<file path="src/rtl/ser_transmitter_pkg.sv">
// ser_pkg: shared types and constants for the serial framing transmitter.
//   state_t       - FSM state encoding (IDLE, TRANSMIT, PARITY)
//   CNT_W         - width of the payload bit counter / count_out
//   DEF_DATA_BITS - default payload length per frame
package ser_pkg;
    localparam int CNT_W         = 4;
    localparam int DEF_DATA_BITS = 8;

    typedef enum logic [1:0] {
        IDLE     = 2'd0,
        TRANSMIT = 2'd1,
        PARITY   = 2'd2
    } state_t;
endpackage

</file>
<file path="src/rtl/ser_transmitter_if.sv">
// ser_transmitter_if: serial-side signal bundle of the transmitter.
//   clkEn       - bit-rate strobe
//   serIn       - serial input line (idle high, start bit low)
//   serOut      - forwarded payload (or parity) bit
//   serOutValid - serOut carries a bit this cycle
//   count_out   - index of the bit on serOut
// Modports: master drives clkEn/serIn (pin side / bench), slave is the transmitter.
interface ser_transmitter_if;
    logic                       clkEn;
    logic                       serIn;
    logic                       serOut;
    logic                       serOutValid;
    logic [ser_pkg::CNT_W-1:0]  count_out;

    modport master (output clkEn, serIn, input serOut, serOutValid, count_out);
    modport slave  (input clkEn, serIn, output serOut, serOutValid, count_out);
endinterface

</file>
<file path="src/rtl/ser_transmitter_bit_counter.sv">
// ser_bit_counter: payload bit index counter.
//   clk, rst - clock, synchronous active-low reset
//   clr      - force counter to zero (start of frame)
//   en       - advance on this edge
//   tc       - terminal count; advancing from tc returns to zero instead of wrapping
//   cnt      - current count
module ser_bit_counter
    import ser_pkg::*;
(
    input  logic             clk,
    input  logic             rst,
    input  logic             clr,
    input  logic             en,
    input  logic [CNT_W-1:0] tc,
    output logic [CNT_W-1:0] cnt
);
    always_ff @(posedge clk) begin
        if (!rst)
            cnt <= '0;
        else if (clr)
            cnt <= '0;
        else if (en)
            cnt <= (cnt == tc) ? '0 : cnt + 1'b1;
    end
endmodule

</file>
<file path="src/rtl/ser_transmitter.sv">
// ser_transmitter: waits for a start bit on serIn, then forwards the next
// DATA_BITS bits to serOut with a valid flag and bit index. All advancement
// is gated by the clkEn bit strobe; outputs in TRANSMIT are combinational.
//   clk, rst - clock, synchronous active-low reset
//   sif      - ser_transmitter_if.slave (clkEn, serIn, serOut, serOutValid, count_out)
// Optional: define SER_TRANSMITTER_PARITY_EN to append one even-parity bit
// (count_out = DATA_BITS) after the payload.
module ser_transmitter
    import ser_pkg::*;
#(
    parameter int DATA_BITS = DEF_DATA_BITS
) (
    input  logic               clk,
    input  logic               rst,
    ser_transmitter_if.slave   sif
);
    localparam logic [CNT_W-1:0] LAST = CNT_W'(DATA_BITS - 1);

    state_t           state_q, state_d;
    logic [CNT_W-1:0] cnt;
    logic             cnt_clr, cnt_en;
    logic             start;

    // Start bit: low serIn on an enabled IDLE cycle; it is consumed, not forwarded.
    assign start = (state_q == IDLE) && sif.clkEn && !sif.serIn;

    ser_bit_counter u_cnt (
        .clk (clk),
        .rst (rst),
        .clr (cnt_clr),
        .en  (cnt_en),
        .tc  (LAST),
        .cnt (cnt)
    );

`ifdef SER_TRANSMITTER_PARITY_EN
    logic par_q;

    always_ff @(posedge clk) begin
        if (!rst)
            par_q <= 1'b0;
        else if (start)
            par_q <= 1'b0;
        else if (state_q == TRANSMIT && sif.clkEn)
            par_q <= par_q ^ sif.serIn;
    end
`endif

    always_ff @(posedge clk) begin
        if (!rst)
            state_q <= IDLE;
        else
            state_q <= state_d;
    end

    always_comb begin
        state_d         = state_q;
        cnt_clr         = 1'b0;
        cnt_en          = 1'b0;
        sif.serOut      = 1'b0;
        sif.serOutValid = 1'b0;
        sif.count_out   = '0;
        case (state_q)
            IDLE: begin
                if (start) begin
                    state_d = TRANSMIT;
                    cnt_clr = 1'b1;
                end
            end
            TRANSMIT: begin
                sif.serOut      = sif.serIn;
                sif.serOutValid = sif.clkEn;
                sif.count_out   = cnt;
                // Counter self-clears when advancing past LAST.
                cnt_en          = sif.clkEn;
                if (sif.clkEn && cnt == LAST) begin
`ifdef SER_TRANSMITTER_PARITY_EN
                    state_d = PARITY;
`else
                    state_d = IDLE;
`endif
                end
            end
`ifdef SER_TRANSMITTER_PARITY_EN
            PARITY: begin
                sif.serOut      = par_q;
                sif.serOutValid = sif.clkEn;
                sif.count_out   = CNT_W'(DATA_BITS);
                if (sif.clkEn)
                    state_d = IDLE;
            end
`endif
            default: state_d = IDLE;
        endcase
    end
endmodule

</file>
<file path="src/flat_wrapper.sv">
// flat-port wrapper written by rule: the top's interface ports become plain ports
module ser_transmitter_flat import ser_pkg::*;
#(
    parameter int DATA_BITS = DEF_DATA_BITS
)
  (clk, rst, sif_clkEn, sif_serIn, sif_serOut, sif_serOutValid, sif_count_out);
  ser_transmitter_if sif_i ();
  input  logic clk;
  input  logic rst;
  input wire logic [$bits(sif_i.clkEn)-1:0] sif_clkEn;
  input wire logic [$bits(sif_i.serIn)-1:0] sif_serIn;
  output wire logic [$bits(sif_i.serOut)-1:0] sif_serOut;
  output wire logic [$bits(sif_i.serOutValid)-1:0] sif_serOutValid;
  output wire logic [$bits(sif_i.count_out)-1:0] sif_count_out;
  assign sif_i.clkEn = sif_clkEn;
  assign sif_i.serIn = sif_serIn;
  assign sif_serOut = sif_i.serOut;
  assign sif_serOutValid = sif_i.serOutValid;
  assign sif_count_out = sif_i.count_out;
  ser_transmitter #(.DATA_BITS(DATA_BITS)) u_core (.clk(clk), .rst(rst), .sif(sif_i));
endmodule
</file>
<file path="config.mk">
export PLATFORM = sky130hd
export DESIGN_NAME = ser_transmitter_flat
export DESIGN_NICKNAME = d
export VERILOG_FILES = /design/src/rtl/ser_transmitter_pkg.sv /design/src/rtl/ser_transmitter_if.sv /design/src/rtl/ser_transmitter_bit_counter.sv /design/src/rtl/ser_transmitter.sv /design/src/flat_wrapper.sv
export SDC_FILE = /design/constraint.sdc
export NUM_CORES = 1
export LEC_CHECK = 0
export BUFFER_PORTS_ARGS = -buffer_cell sky130_fd_sc_hd__buf_4
export CAP_MARGIN = 10
export CORE_AREA = 5 5 42 44
export CTS_CLUSTER_SIZE = 10
export DETAILED_ROUTE_END_ITERATION = 10
export DIE_AREA = 0 0 47 49
export PLACE_DENSITY = 0.41
export SYNTH_ARGS = -nofsm -noshare
export SYNTH_HDL_FRONTEND = slang
export SYNTH_SLANG_ARGS = --single-unit
export TNS_END_PERCENT = 100
</file>
<file path="constraint.sdc">
create_clock -name clk -period 1.2 [get_ports clk]
set_input_delay 0.12 -clock clk [delete_from_list [all_inputs] [get_ports clk]]
set_output_delay 0.12 -clock clk [all_outputs]
set_load 0.01 [all_outputs]
</file>
==> qor.csv <==
metric;value;unit
CTS tree;yes;
Final Hold Fails;0;
leakage;0.000200;uW
Post-CTS Hold Fix Bufs;0;
Slew Viols, Final;0;
Final #Nets;57;
skew final;1.76;ps
worst r2r src;u_core.u_cnt.cnt[0];
Tightest Pin Transition;199;ps
Total GRT Usage;0.0747;
Final min period;1180;ps
r2r setup slk;20;ps
Clock transition at path regs;50;ps
TritonCTS buffer count;3;
antenna cells;0;
largest net degree at the start of global routing;7;
P_sw;110;uW
CP Capture Type;flop;
FF-to-FF End;u_core.u_cnt.cnt[3];
Rel. slew slack;0.866;
clock buffer depth;2;
Seq pwr share;0.403;
WP data required;1390;ps
Logic pwr share;0.114;
via/cell ratio;4.25;
area delta synth->final;61.3;%
worst vdd ir;0.396;mV
final wirelength;737;um
Setup WS pre-CTS;1.44;ps
Pwr Total;432;uW
Placeable Area;0.00140;sq mm
routability-driven placement congestion ratio;0.794;
grt total ovfl;0;
DIE WIDTH;47;um
most frequent cells in the layout;14 x buf_4, 5 x and2_2, 4 x nand2_1;
Clk Latency, worst-skew pair;250;ps
maxcap violations;0;
initial antenna violation count;0;
status;finished clean;
initial core utilization;0.205;
worst setup margin;20.0;ps
Synthesized Nets;38;
Die Y;49;um
Iter 0 DRT Violations;8;
H-tree depth;1;
Cell Count, Final, Fillers Out;67;
CTS root buf;clkbuf_4;
Hold Path Class;in2reg;
most common cell after layout, fill and taps aside;buf_4;
share of cells above drive strength 1;0.608;
end point of the critical path;u_core.u_cnt.cnt[3];
critical path startpoint;u_core.u_cnt.cnt[0];
DRC Markers;0;
FP Rows;14;
internal power;322;uW
drt wl/cell;11.0;um
Mapped Cells;33;
post-layout util;0.331;
DP Area;412;sq um
detailed placer's ending HPWL;552;um
1st-pass router iterations;3;
WS Path Type;reg2reg;
fmax;847;MHz
switch share;0.255;
type of origin of the critical path;flop;
post-synth design cell area;288;sq um
routed vias;285;
Post-CTS Setup Inserts;0;
power share of the clock group;0.483;
Final Setup Violations;0;
WP data arrival;1370;ps
crit-path max FO;3;
CTS sink count;5;
Final Cycle Share;0.983;
Die Area;0.00230;sq mm
flops & latches, synth;5;
Antenna Nets Post-Route;0;
Hold Crit Depth;2;
post-synth cell types;18;
R2R cell count;3;
vias in the first global route;275;
number of port buffers;9;
YS warnings;0;
Avg Synthesized Cell Area;8.72;sq um
cell area after layout;464;sq um
power per cell area;930;mW/mm^2
first-pass GRT wire length;1170;um
Cells after DPL;63;
filler instances;164;
register area share after synthesis;0.348;
num ports;10;
==> metal layers <==
layer	vias to the layer above	global-route usage	wire, um
met4	0	0.0691	22
met3	2	0.0332	41
met1	126	0.0815	318
met5	-	0	0
li1	149	-	-
met2	8	0.102	355
==> sequential cells by signal, indices dropped and copies added (netlist names) <==
signal	count
u_core.u_cnt.cnt	4
u_core.state_q	1
==> through the flow <==
stage          hold slack [ps]  setup TNS (ps)
2_1_floorplan              273               0
6_report                   134               0
5_1_grt                    131           -1.59
4_1_cts                    120               0
3_5_place_dp               380               0
3_3_place_gp               369               0
==> area by class of cell <==
type | instances | area [sq um] | area share
inverters | 2 | 7.51 | 0.0162
clock buffers | 4 | 26.3 | 0.0566
multi-input cells | 25 | 185 | 0.399
well taps | 16 | 20.0 | 0.0431
repair buffers | 15 | 116 | 0.251
flip-flops and latches | 5 | 109 | 0.235
==> synthesized netlist by cell type, drive strengths merged <==
cell type  count  area share
and2           5        0.13
dfxtp          5        0.35
nand2          5       0.074
a21oi          3       0.065
nand3          3       0.052
inv            2       0.026
a21boi         1       0.026
a311o          1       0.035
buf            1       0.039
ha             1       0.043
nand4b         1       0.030
nor2           1       0.013
o21ai          1       0.017
or3b           1       0.030
or4            1       0.039
xor2           1       0.030
==> critical path: stages, from the launching register on <==
cell and delay, ps:
dfxtp_4 350, ha_4 150, or4_4 500, a21oi_2 110
==> what timing repair did <==
action | 4_1_cts | 5_1_grt
endpoints found under the setup margin | 3 | 4
gates resized for setup | 3 | 5
pin swaps | 0 | 3
==> power by group through the flow <==
stage,Sequential (uW),Clock [uW],Combinational (uW)
3_3_place_gp,178,0,46.3
5_1_grt,174,232,53.7
4_1_cts,176,216,47.9
3_5_place_dp,178,0,46.2
2_1_floorplan,176,0,25.0
6_report,174,209,49.0
==> cell families (layout without fill, tap and decap cells) <==
kind of cell | Yosys count | count (layout) | share of synthesized area
fa+ha+maj | 1 | 1 | 0.0435
flops | 5 | 5 | 0.348
buf+inv | 3 | 21 | 0.0652
xor+xnor | 1 | 1 | 0.0304
compound gates | 6 | 6 | 0.143
simple gates | 17 | 17 | 0.370
==> worst min-delay path by stage <==
stage               from           endpoint  slack (ps)
finish               rst  u_core.state_q[0]         130
global route         rst  u_core.state_q[0]         130
CTS                  rst  u_core.state_q[0]         120
detailed placement   rst  u_core.state_q[0]         380
global placement     rst  u_core.state_q[0]         370
floorplan            rst  u_core.state_q[0]         270
(Power assumes the default switching activity.)
